===== src/rtl/uart_mmio_bridge.sv =====
// Bus-facing register block for the UART pair: TX FIFO + frame sequencer, single-byte RX
// holding register with overrun/parity tracking, and a STATUS/CTRL register map.
module uart_mmio_bridge #(
    parameter int TX_DEPTH = 4
) (
    input  logic        clk,
    input  logic        rst,
    input  logic [3:0]  addr,
    input  logic        wr_en,
    input  logic        rd_en,
    input  logic [31:0] wr_data,
    output logic [31:0] rd_data,
    output logic        transmit,
    output logic [7:0]  dataToTransmit,
    input  logic        finished_tx,
    input  logic [7:0]  receivedData,
    input  logic        rxInterrupt,
    input  logic        parityError,
    output logic        clearInterrupt,
    output logic        irq
);
    localparam int AW = $clog2(TX_DEPTH);

    typedef enum logic [1:0] {TX_IDLE, TX_START, TX_WAIT} txState_t;
    typedef enum logic {RX_IDLE, RX_ACK} rxState_t;

    txState_t    txState, txStateNext;
    rxState_t    rxState, rxStateNext;

    logic [7:0]  txMem [TX_DEPTH];
    logic [AW:0] wrPtr, rdPtr;
    logic [7:0]  txHead, txDataReg;
    logic        txEmpty, txFull, txPush, txPop, txWrite;
    logic        finishedPrev, finishedRise;

    logic [7:0]  rxByte;
    logic        rxValid, rxParity, rxOverrun, rxRead, rxEvent, clearIntReg;
    logic        txDrop, ctrlClear;
    logic [1:0]  regSel;
    logic [31:0] statusWord;
    logic        unusedBits;

    assign regSel     = addr[3:2];
    assign txWrite    = wr_en && (regSel == 2'd0);
    assign ctrlClear  = wr_en && (regSel == 2'd3) && wr_data[0];
    assign rxRead     = rd_en && (regSel == 2'd1) && rxValid;
    assign unusedBits = ^{wr_data[31:8], addr[1:0]};

    // Full when the pointers differ only in their wrap bit.
    assign txEmpty = (wrPtr == rdPtr);
    assign txFull  = (wrPtr[AW] != rdPtr[AW]) && (wrPtr[AW-1:0] == rdPtr[AW-1:0]);
    assign txHead  = txMem[rdPtr[AW-1:0]];
    assign txPop   = (txState == TX_START);
    assign txPush  = txWrite && (!txFull || txPop);

    assign finishedRise = finished_tx && !finishedPrev;

    always_ff @(posedge clk) begin
        if (txPush) begin
            txMem[wrPtr[AW-1:0]] <= wr_data[7:0];
        end
    end

    always_comb begin
        txStateNext    = txState;
        transmit       = 1'b0;
        dataToTransmit = txDataReg;
        case (txState)
            TX_IDLE: begin
                if (!txEmpty || txPush) begin
                    txStateNext = TX_START;
                end
            end
            TX_START: begin
                transmit       = 1'b1;
                dataToTransmit = txHead;
                txStateNext    = TX_WAIT;
            end
            TX_WAIT: begin
                if (finishedRise) begin
                    txStateNext = TX_IDLE;
                end
            end
            default: txStateNext = TX_IDLE;
        endcase
    end

    // A read that clears rx_valid defers any pending capture to the next idle evaluation.
    always_comb begin
        rxStateNext = rxState;
        rxEvent     = 1'b0;
        case (rxState)
            RX_IDLE: begin
                if (rxInterrupt && !rxRead) begin
                    rxEvent     = 1'b1;
                    rxStateNext = RX_ACK;
                end
            end
            RX_ACK: begin
                if (!rxInterrupt) begin
                    rxStateNext = RX_IDLE;
                end
            end
            default: rxStateNext = RX_IDLE;
        endcase
    end

    always_ff @(posedge clk) begin
        if (rst) begin
            txState      <= TX_IDLE;
            wrPtr        <= '0;
            rdPtr        <= '0;
            txDataReg    <= 8'h00;
            txDrop       <= 1'b0;
            // Treat the line as already high so a level present at reset is not an edge.
            finishedPrev <= 1'b1;
        end else begin
            txState      <= txStateNext;
            finishedPrev <= finished_tx;
            if (txPush) begin
                wrPtr <= wrPtr + 1'b1;
            end
            if (txPop) begin
                rdPtr     <= rdPtr + 1'b1;
                txDataReg <= txHead;
            end
            if (ctrlClear) begin
                txDrop <= 1'b0;
            end
            if (txWrite && !txPush) begin
                txDrop <= 1'b1;
            end
        end
    end

    always_ff @(posedge clk) begin
        if (rst) begin
            rxState     <= RX_IDLE;
            rxByte      <= 8'h00;
            rxValid     <= 1'b0;
            rxParity    <= 1'b0;
            rxOverrun   <= 1'b0;
            clearIntReg <= 1'b0;
        end else begin
            rxState     <= rxStateNext;
            clearIntReg <= rxEvent;
            if (ctrlClear) begin
                rxParity  <= 1'b0;
                rxOverrun <= 1'b0;
            end
            if (rxRead) begin
                rxValid <= 1'b0;
            end
            if (rxEvent) begin
                // Parity is sticky across every received frame, including discarded ones.
                rxParity <= rxParity | parityError;
                if (!rxValid) begin
                    rxByte  <= receivedData;
                    rxValid <= 1'b1;
                end else begin
                    rxOverrun <= 1'b1;
                end
            end
        end
    end

    assign clearInterrupt = clearIntReg;
    assign irq            = rxValid;

    assign statusWord = {25'd0, txDrop, (txState != TX_IDLE), rxOverrun, rxParity,
                         rxValid, txEmpty, txFull};

    always_comb begin
        rd_data = 32'd0;
        case (regSel)
            2'd1:    rd_data = {24'd0, rxByte};
            2'd2:    rd_data = statusWord;
            default: rd_data = 32'd0;
        endcase
    end
endmodule


===== config.mk =====
export PLATFORM = sky130hd
export DESIGN_NAME = uart_mmio_bridge
export DESIGN_NICKNAME = d
export VERILOG_FILES = /design/src/rtl/uart_mmio_bridge.sv
export SDC_FILE = /design/constraint.sdc
export NUM_CORES = 1
export LEC_CHECK = 0
export BUFFER_PORTS_ARGS = -buffer_cell sky130_fd_sc_hd__buf_2
export CAP_MARGIN = 20
export CORE_ASPECT_RATIO = 1.25
export CORE_MARGIN = 4
export CORE_UTILIZATION = 33
export DETAILED_ROUTE_END_ITERATION = 8
export SLEW_MARGIN = 25
export SYNTH_ARGS = -nofsm -noshare
export SYNTH_HDL_FRONTEND = slang
export SYNTH_SLANG_ARGS = --single-unit

===== constraint.sdc =====
create_clock -name clk -period 2.6 [get_ports clk]
set_input_delay 0.52 -clock clk [delete_from_list [all_inputs] [get_ports clk]]
set_output_delay 0.52 -clock clk [all_outputs]
set_load 0.005 [all_outputs]

# After elaboration in Yosys (flattened, before gate mapping)
# Memories as Yosys holds them, arrays and structs flattened. A register that Yosys moved wholly into a read port is not among the register bits.
# Cells that the tools add are included.
word_totals:
  reg_bits: 31
  latchBits: 0
  ramBits: 32
  mem_bits_ro: 0
  in_bits: 51
  out_inout_bits: 43
  word_cells: 75
  mem_count: 1
op_classes:
  addsub: 2
  n_mul: 0
  div: 0
  n_lt_le_gt_ge: 0
  eq_ne: 10
  n_shift: 0
  n_mux: 23
  n_bitwise: 3
  reduce_logical: 24
mem_list:
  columns: ["memory", "depth", "width", "rd", "rd_ports_with_merged_regs", "wr", "line_no", "text"]
  rows:
  - ["txMem", 4, 8, 1, 1, 1, "30", "logic [7:0] txMem [TX_DEPTH];"]
op_table:
  columns: ["op", "count"]
  rows:
  - ["$pmux 8 s2", 1]
  - ["$mux 1", 15]
  - ["$logic_and 1x1->1", 10]
  - ["$mux 2", 4]
  - ["$mux 8", 1]
  - ["$add 3x1->3 const B", 2]
  - ["$eq 2x2->1 const B", 3]
  - ["$pmux 2 s3", 1]
  - ["$reduce_bool 2->1", 3]
  - ["$logic_not 1->1", 5]
  - ["$eq 2x1->1 const B", 2]
  - ["$logic_not 2->1", 2]
  - ["$ne 2x2->1 const B", 2]
  - ["$reduce_and 2->1", 2]
  - ["$eq 3x3->1", 1]
  - ["$eq 2x2->1", 1]
  - ["$logic_or 1x1->1", 2]
  - ["$not 1->1", 2]
  - ["$pmux 1 s2", 1]
  - ["$ne 1x1->1", 1]
  - ["$or 1x1->1", 1]

# Longest topological paths before layout
# Gate-level depths: netlist (run 1).
logic_depth:
  depth_word: 8
  depth_mapped: 7
  depth_no_buf: 6

# Worst setup path before layout (run 1)
# OpenSTA, ideal clock, no wires.
synth_timing:
  path_kind: "input port to flip-flop"
  from: "in addr[2]"
  to: "mem txMem[2][0], enable pin"
  setup_time_ps: 332
  arrival_time_ps: 1373
  required_time_ps: 2268
  path_slack_ps: 896
  stages: 5
  path_buffers: 0
  path_cell_list: "inv_1 -> ha_1 -> nand2_1 -> a41oi_4 -> and2_1"
synth_between:
  elab_chain_len: 5
synth_rtl:
  columns: ["item", "line_no", "text"]
  rows:
  - ["from (decl)", "8", "input logic [3:0] addr,"]
  - ["$logic_not 2->1", "44", "assign txWrite = wr_en && (regSel == 2'd0);"]
  - ["$logic_and 1x1->1", "44", null]
  - ["$logic_and 1x1->1", "54", "assign txPush = txWrite && (!txFull || txPop);"]
  - ["$mux 1", "59", "if (txPush) begin"]
  - ["$mux 1 (implied by the code)", "60", "txMem[wrPtr[AW-1:0]] <= wr_data[7:0];"]
  - ["to (decl)", "30", null]
# Every way passes these cells.

# Final worst setup path (run 1)
layout_timing:
  from: "reg wrPtr[0]"
  to: "out rd_data[1]"
layout_between:
  elab_chain_len: 2
layout_rtl:
  columns: ["item", "line_no", "text"]
  rows:
  - ["from (decl)", "31", "logic [AW:0] wrPtr, rdPtr;"]
  - ["from (signal assigned)", "121", "wrPtr <= wrPtr + 1'b1;"]
  - ["$eq 3x3->1", "50", "assign txEmpty = (wrPtr == rdPtr);"]
  - ["$pmux 8 s2", "175", "case (regSel)"]
  - ["to (decl)", "12", "output logic [31:0] rd_data,"]
# Every way passes these cells.

==> results.cfg, run 1 <==
[outcome]
outcome = finished, final reports clean

[critical_path]
r2r_end = txMem[0][7]
crit_cells = 5
cp_top_family = simple AND/OR/NAND/NOR gates
cp.required_ns = 2.08
arrival_ns = 1.71
path_class = flip-flop to output port
crit_start = wrPtr[0]
r2r_slack_ns = 0.83
path_cells = xnor2_1 > and2_1 > a32oi_1 > nor2b_1 > buf_2
startpoint_type = flip-flop
endpoint_kind = output port
cpMaxStageDelayCell = dfxtp_1
cp-endpoint = rd_data[1]
cp_max_fo = 5
r2r_cells = 3
critical_path_buf_inv_count = 1
r2r-start = wrPtr[0]
slowest_delay_ns = 0.37

[route]
first_pass_iters = 4
wl_met1_um = 2270
vias = 1775
wire_per_inst_um = 13.9
drtIter0Drc = 68
wl_met3_um = 430
detail-route-antenna-nets = 0
drt_wl_total_um = 5390
route.met2.wl_um = 2620
drc = 0
viasPerCell = 4.57
routed.top_layer = met4

[power_and_ir_drop]
powerDensity_mw_per_mm2 = 684
cellLeakagePower_nw = 1.32
ir_drop_v = 0.000412
power_w = 0.00225

[global_routing]
grt_pass1_vias = 1765
overflow = 0
antenna_found_initial = 0
track_usage = 0.110
grt_max_degree = 33
grt_pass1_wl_um = 8640

[synthesis]
ys_types = 32
syn_inst = 238
ys_seq_area_frac = 0.568
synth_seq_cells = 65
ys.warnings.count = 0
synth_most_common_cell = dfxtp_1
synth_top_area_cell = edfxtp_1
synthArstFlopShare = 0
synth_area_leaders = edfxtp_1 34%, dfxtp_1 23%, buf_4 6.3%
syn_avg_cell_area_sq_um = 12.0
synth-main-ff-cell = dfxtp_1
synthTopCellsByCount = 33 x dfxtp_1, 32 x edfxtp_1, 31 x nand2_1, 24 x buf_4, 18 x nor2_1
synth_top_area_share = 0.336
synth-edff-count = 32
synth_area_sq_mm = 0.00286

[sta]
hold_viol = 0
period_needed_ns = 2.23
fin_skew_ns = 0.00680
maxSlewHeadroom = 0.601
max_freq_ghz = 0.448
finalSetupViolCount = 0
worst_pin_slew_ns = 0.598
post-route-period-util = 0.858
fin_setup_tns_ns = 0
rsz0062_at_grt = no
drv_slew = 0

[clock_tree]
cts-buffers-inserted = 9
worstSkewPairLatency_ns = 0.33
hold_buffers = 0
cts-root-buf = clkbuf_8
cts.sinks = 65
h-tree-depth = 3
ctsResizeCount = 0
cts_setup_buffers = 0
clk_pin_slew_ns = 0.07
clock_path_buffers = 2
cts_tree = built

[die]
rows = 37
die_w_um = 91.2
die_area_sq_mm = 0.0102
core_area_sq_mm = 0.00833
io_pins = 94
die_h_um = 112
initial_core_util = 0.343

[layout]
nets = 346
drive_above_1_share = 0.254
antenna_cells = 0
area_growth_pct = 15.0

[placement]
gp_congestion = 0.739
dp_hpwl_um = 3720
portBuffers = 43

[worst_hold_path]
min_from = wr_data[5]
min_path_type = primary input to flip-flop

[job]
max_cap_violations = 0
worst min path at each step:
| stage | depth (start not counted) | to |
|---|---|---|
| 3_3_place_gp | 2 | txDrop |
| 2_1_floorplan | 2 | txDrop |
| 4_1_cts | 1 | txMem[2][1] |
| 6_report | 1 | txMem[3][5] |
| 3_5_place_dp | 2 | txDataReg[0] |
| 5_1_grt | 1 | txMem[2][1] |
sequential cells by signal, summed over array words and instances (netlist names), 2 cells and up, named ones only:
register and flops:
wrPtr 3, txState 2, rxByte 8, txMem 32, txDataReg 8, rdPtr 3
through the flow:
step                setup slack, ns  hold slack [ns]  utilization  cell area (sq um)  std cells
floorplan                     0.896            0.432            -               2940        261
global placement              0.452            0.449        0.371               3090        372
detailed placement            0.429            0.459        0.371               3090        372
CTS                           0.346            0.379        0.394               3290        388
global route                  0.215            0.376        0.394               3290        388
finish                        0.369            0.398        0.394               3290        388
cell type report:
class	instances	area, sq um
clock buffer	10	138
clock inverter	6	57.6
multi-input combinational	158	1080
tap	97	121
inverter	5	18.8
sequential	65	1620
fill	824	5050
timing repair buffer	47	245
cell usage in the layout, fill, tap and decap left out, drive strengths merged, types with 6 or more instances in the layout:
master  netlist  layout
xnor2         6       6
nand2        31      31
a21oi        12      12
mux2i         9       9
conb          1      24
nor2         18      18
nor2b         9       9
and2          6       6
mux4          8       8
edfxtp       32      32
clkbuf        5      10
dfxtp        33      33
ha            9       9
buf          28      47
power by group:
part / internal (W) / switching [W] / total [W]
clock network: 0.000460 / 0.000366 / 0.000826
registers: 0.00112 / 0.0000252 / 0.00114
logic: 0.000126 / 0.000152 / 0.000278
total: 0.00170 / 0.000543 / 0.00225
per-layer routing:
metal  up-vias  track usage
li1        869            -
met1       830        0.134
met2        70        0.178
met3         6       0.0449
met4         0       0.0392
met5         -            0
cells by family (layout without fill, tap and decap cells):
| logic type | Yosys count | count (layout) | synth area share |
|---|---|---|---|
| other cells | 1 | 24 | 0.00131 |
| simple gates | 74 | 74 | 0.118 |
| fa+ha+maj | 9 | 9 | 0.0394 |
| xor+xnor | 8 | 8 | 0.0298 |
| buf+inv | 38 | 68 | 0.0832 |
| mux | 17 | 17 | 0.0946 |
| flops | 65 | 65 | 0.568 |
| compound gates | 26 | 26 | 0.0657 |
Note: power is estimated with default switching activity, not from simulation.
==> inputs of run 2 (changes only) <==
--- a/config.mk
+++ b/config.mk
@@ -7,7 +7,7 @@
 export LEC_CHECK = 0
 export BUFFER_PORTS_ARGS = -buffer_cell sky130_fd_sc_hd__buf_2
 export CAP_MARGIN = 20
-export CORE_ASPECT_RATIO = 1.25
+export CORE_ASPECT_RATIO = 1.1
 export CORE_MARGIN = 4
 export CORE_UTILIZATION = 33
 export DETAILED_ROUTE_END_ITERATION = 8
==> results.cfg, run 2 (same netlist as run 1, synthesis figures left out) <==
[power_and_ir_drop]
cellLeakagePower_nw = 1.33
powerDensity_mw_per_mm2 = 683
ir_drop_v = 0.000263

[die]
die_h_um = 106
core_area_sq_mm = 0.00841
die_w_um = 96.7
rows = 35
die_area_sq_mm = 0.0102
initial_core_util = 0.340
io_pins = 94

[sta]
hold_ws_ns = 0.375
drv_slew = 0
fin_setup_tns_ns = 0
period_needed_ns = 2.22
hold_viol = 0
post-route-period-util = 0.854
fin_skew_ns = 0.00848
finalSetupViolCount = 0
maxSlewHeadroom = 0.602
max_freq_ghz = 0.450
rsz0062_at_grt = no
worst_pin_slew_ns = 0.597

[layout]
area_growth_pct = 15.6
nets = 346
drive_above_1_share = 0.261
final_common_cell = buf_2
post-route-util = 0.393
largest_reg_flops = 32
antenna_cells = 0
mostFrequentLayoutCells = 43 x buf_2, 33 x dfxtp_1, 32 x edfxtp_1, 31 x nand2_1, 24 x conb_1

[critical_path]
path_class = flip-flop to output port
cp_max_fo = 5
arrival_ns = 1.70
startpoint_type = flip-flop
cp.required_ns = 2.08
endpoint_kind = output port

[global_routing]
overflow = 0
grt_pass1_vias = 1730
track_usage = 0.104
grt_max_degree = 33
antenna_found_initial = 0
grt_pass1_wl_um = 8350

[clock_tree]
cts-root-buf = clkbuf_8
h-tree-depth = 3
ctsResizeCount = 0
cts_setup_buffers = 0
cts.sinks = 65
hold_buffers = 0
clk_pin_slew_ns = 0.07
cts-buffers-inserted = 9
clock_path_buffers = 2
worstSkewPairLatency_ns = 0.34
cts_tree = built

[route]
wire_per_inst_um = 13.2
drc = 0
vias = 1782
drt_wl_total_um = 5290
first_pass_iters = 4
drtIter0Drc = 124
detail-route-antenna-nets = 0
viasPerCell = 4.43

[placement]
gp_congestion = 0.684
portBuffers = 43
dp_hpwl_um = 3760

[outcome]
outcome = finished, final reports clean

[job]
max_cap_violations = 0

[worst_hold_path]
min_path_type = primary input to flip-flop
run 2: cell types whose count changed in the layout (fill, tap and decap cells not counted):
cell        change
clkinvlp_4      -1
clkbuf_8        -1
clkinv_1        -2
clkinv_4        +1
inv_6           +1
clkinv_2        +2
run 2: per-layer routing:
layer,vias to the layer above,GRT usage,share of wire
met1,851,0.114,0.40
met2,46,0.184,0.53
li1,876,-,-
met3,9,0.0265,0.050
met4,0,0.0542,0.020
met5,-,0,0
run 2: layout make-up:
class	count	area, sq um
Sequential cell	65	1620
Timing Repair Buffer	47	245
Tap cell	111	139
Fill cell	838	5110
Inverter	5	18.8
Multi-Input combinational cell	158	1080
Clock buffer	9	124
Clock inverter	7	70.1
run 2: metrics by stage:
step / worst slack (ns) / std cells / power [W] / instance area (sq um)
detailed placement: 0.505 / 386 / 0.00145 / 3110
floorplan: 0.896 / 261 / 0.00137 / 2940
finish: 0.379 / 402 / 0.00225 / 3300
global route: 0.217 / 402 / 0.00235 / 3300
global placement: 0.536 / 386 / 0.00144 / 3110
CTS: 0.332 / 402 / 0.00228 / 3300
run 2: final timing paths:
path | cells past startpoint | slack (ns) | end | start
max reg2reg | 3 | 0.88 | txMem[1][0] | wrPtr[0]
min | 2 | 0.37 | finishedPrev | finished_tx
max | 5 | 0.38 | rd_data[0] | wrPtr[0]
min reg2reg | 2 | 0.47 | txDataReg[0] | txDataReg[0]
run 2: critical path, stage by stage (launching register included):
cell and delay, ns:
dfxtp_1 0.37, xnor2_1 0.36, and2_1 0.26, a32oi_1 0.12, nor2b_1 0.14, buf_2 0.12
run 2: report_power, final:
| group | leakage, nW | total (W) | internal [W] | switching (W) |
|---|---|---|---|---|
| Combinational | 0.670 | 0.000278 | 0.000126 | 0.000152 |
| Clock | 0.0994 | 0.000835 | 0.000442 | 0.000393 |
| Sequential | 0.559 | 0.00114 | 0.00112 | 0.0000242 |
| Total | 1.33 | 0.00225 | 0.00168 | 0.000569 |
==> inputs of run 3 (changes only) <==
--- a/config.mk
+++ b/config.mk
@@ -11,6 +11,7 @@
 export CORE_MARGIN = 4
 export CORE_UTILIZATION = 33
 export DETAILED_ROUTE_END_ITERATION = 8
+export MAX_ROUTING_LAYER = met4
 export SLEW_MARGIN = 25
 export SYNTH_ARGS = -nofsm -noshare
 export SYNTH_HDL_FRONTEND = slang
==> constraint.sdc (replaced) <==
create_clock -name clk -period 2.6 [get_ports clk]
set_input_delay 0.13 -clock clk [delete_from_list [all_inputs] [get_ports clk]]
set_output_delay 0.13 -clock clk [all_outputs]
set_load 0.005 [all_outputs]
==> results.cfg, run 3 (same netlist as run 1, synthesis figures left out) <==
[clock_tree]
clk_pin_slew_ns = 0.07
ctsResizeCount = 0
cts-root-buf = clkbuf_8
cts_setup_buffers = 0
cts.sinks = 65
clock_path_buffers = 2
worstSkewPairLatency_ns = 0.33
cts_tree = built
h-tree-depth = 3
cts-buffers-inserted = 9

[sta]
drv_slew = 0
max_freq_ghz = 0.453
fin_setup_tns_ns = 0
rsz0062_at_grt = no
setup_ws_ns = 0.394
period_needed_ns = 2.21
worst_pin_slew_ns = 0.679
hold_viol = 0
post-route-period-util = 0.848
fin_skew_ns = 0.00802
finalSetupViolCount = 0
maxSlewHeadroom = 0.547

[layout]
area_growth_pct = 16.0
layout.cells.non_filler = 403
nets = 348
mostFrequentLayoutCells = 43 x buf_2, 33 x dfxtp_1, 32 x edfxtp_1, 31 x nand2_1, 24 x conb_1
largest_reg_flops = 32
post-route-util = 0.394
antenna_cells = 0
final_common_cell = buf_2
drive_above_1_share = 0.243

[power_and_ir_drop]
switching_share = 0.254
p_sw_w = 0.000555
clockPowerShare = 0.352
power_frac_seq = 0.527
ir_drop_v = 0.000247
internal-power_w = 0.00163
power_w = 0.00219
cellLeakagePower_nw = 1.32
power_frac_comb = 0.121
powerDensity_mw_per_mm2 = 660

[placement]
portBuffers = 43
gp_congestion = 0.704
dp_slack_ns = 0.632
dp_hpwl_um = 3730
place_inst = 383

[die]
die_h_um = 106
core_area_sq_mm = 0.00841
initial_core_util = 0.340
io_pins = 94
die_area_sq_mm = 0.0102
die_w_um = 96.7
rows = 35

[global_routing]
antenna_found_initial = 0
grt_pass1_vias = 1717
overflow = 0
grt_max_degree = 33
grt_pass1_wl_um = 8470
track_usage = 0.110

[critical_path]
r2r_cells = 3
cp_max_fo = 13
r2r-start = txState[1]
path_cells = nand2b_1 > inv_1 > nand2_1 > nand2_1 > buf_2
arrival_ns = 2.08
r2r_end = txMem[2][6]
path_class = flip-flop to output port
startpoint_type = flip-flop
cp.required_ns = 2.47
cpMaxStageDelayCell = nand2b_1
cp_top_family = simple AND/OR/NAND/NOR gates
r2r_slack_ns = 0.67
endpoint_kind = output port
critical_path_buf_inv_count = 2
slowest_delay_ns = 0.55
crit_top_cell = nand2_1

[job]
max_cap_violations = 0

[route]
viasPerCell = 4.43
first_pass_iters = 4
drtIter0Drc = 125
detail-route-antenna-nets = 0
vias = 1787
drt_wl_total_um = 5270
wire_per_inst_um = 13.1
drc = 0

[outcome]
outcome = finished, final reports clean

[worst_hold_path]
hold_end = txMem[2][2]
holdPathStages = 1
min_path_type = primary input to flip-flop
min_from = wr_data[2]
run 3: area by class of cell:
cell class	count	area, sq um
fillers	838	5090
inverters	5	18.8
multi-input cells	158	1080
clock buffers	11	151
repair buffers	49	273
well taps	111	139
clock inverters	4	27.5
flip-flops and latches	65	1620
run 3: power groups by stage:
stage / sequential, W / clock (W) / combinational (W)
after floorplan: 0.00116 / 0 / 0.000215
after global placement: 0.00118 / 0 / 0.000257
after detailed placement: 0.00118 / 0 / 0.000264
after CTS: 0.00116 / 0.000794 / 0.000270
after global routing: 0.00116 / 0.000847 / 0.000296
final: 0.00115 / 0.000771 / 0.000265
run 3: per-layer routing:
layer,vias to the layer above,routed length [um],track usage
met5,-,0,-
met4,0,99,0.0512
met3,7,205,0.0285
met2,44,2890,0.191
met1,860,2080,0.117
li1,876,-,-
run 3: timing repair:
item,in CTS,in global routing
endpoints found under the hold margin,17,0
hold buffers,5,0
endpoints found under the setup margin,0,0
run 3: worst max path at each step:
stage,start,to,slack [ns],depth (start not counted)
finish,txState[1],dataToTransmit[5],0.39,5
global route,txState[1],dataToTransmit[2],0.24,5
detailed placement,txState[1],txMem[2][6],0.63,3
global placement,txState[1],wrPtr[2],0.67,4
floorplan,wrPtr[0],txMem[2][0],1.13,3
CTS,txState[1],dataToTransmit[5],0.33,5
run 3: metrics by stage:
step	cell area (sq um)	hold slack, ns
2_1_floorplan	2940	0.202
3_3_place_gp	3090	0.332
3_5_place_dp	3090	0.338
4_1_cts	3310	0.00589
5_1_grt	3310	0.00950
6_report	3310	0.0208
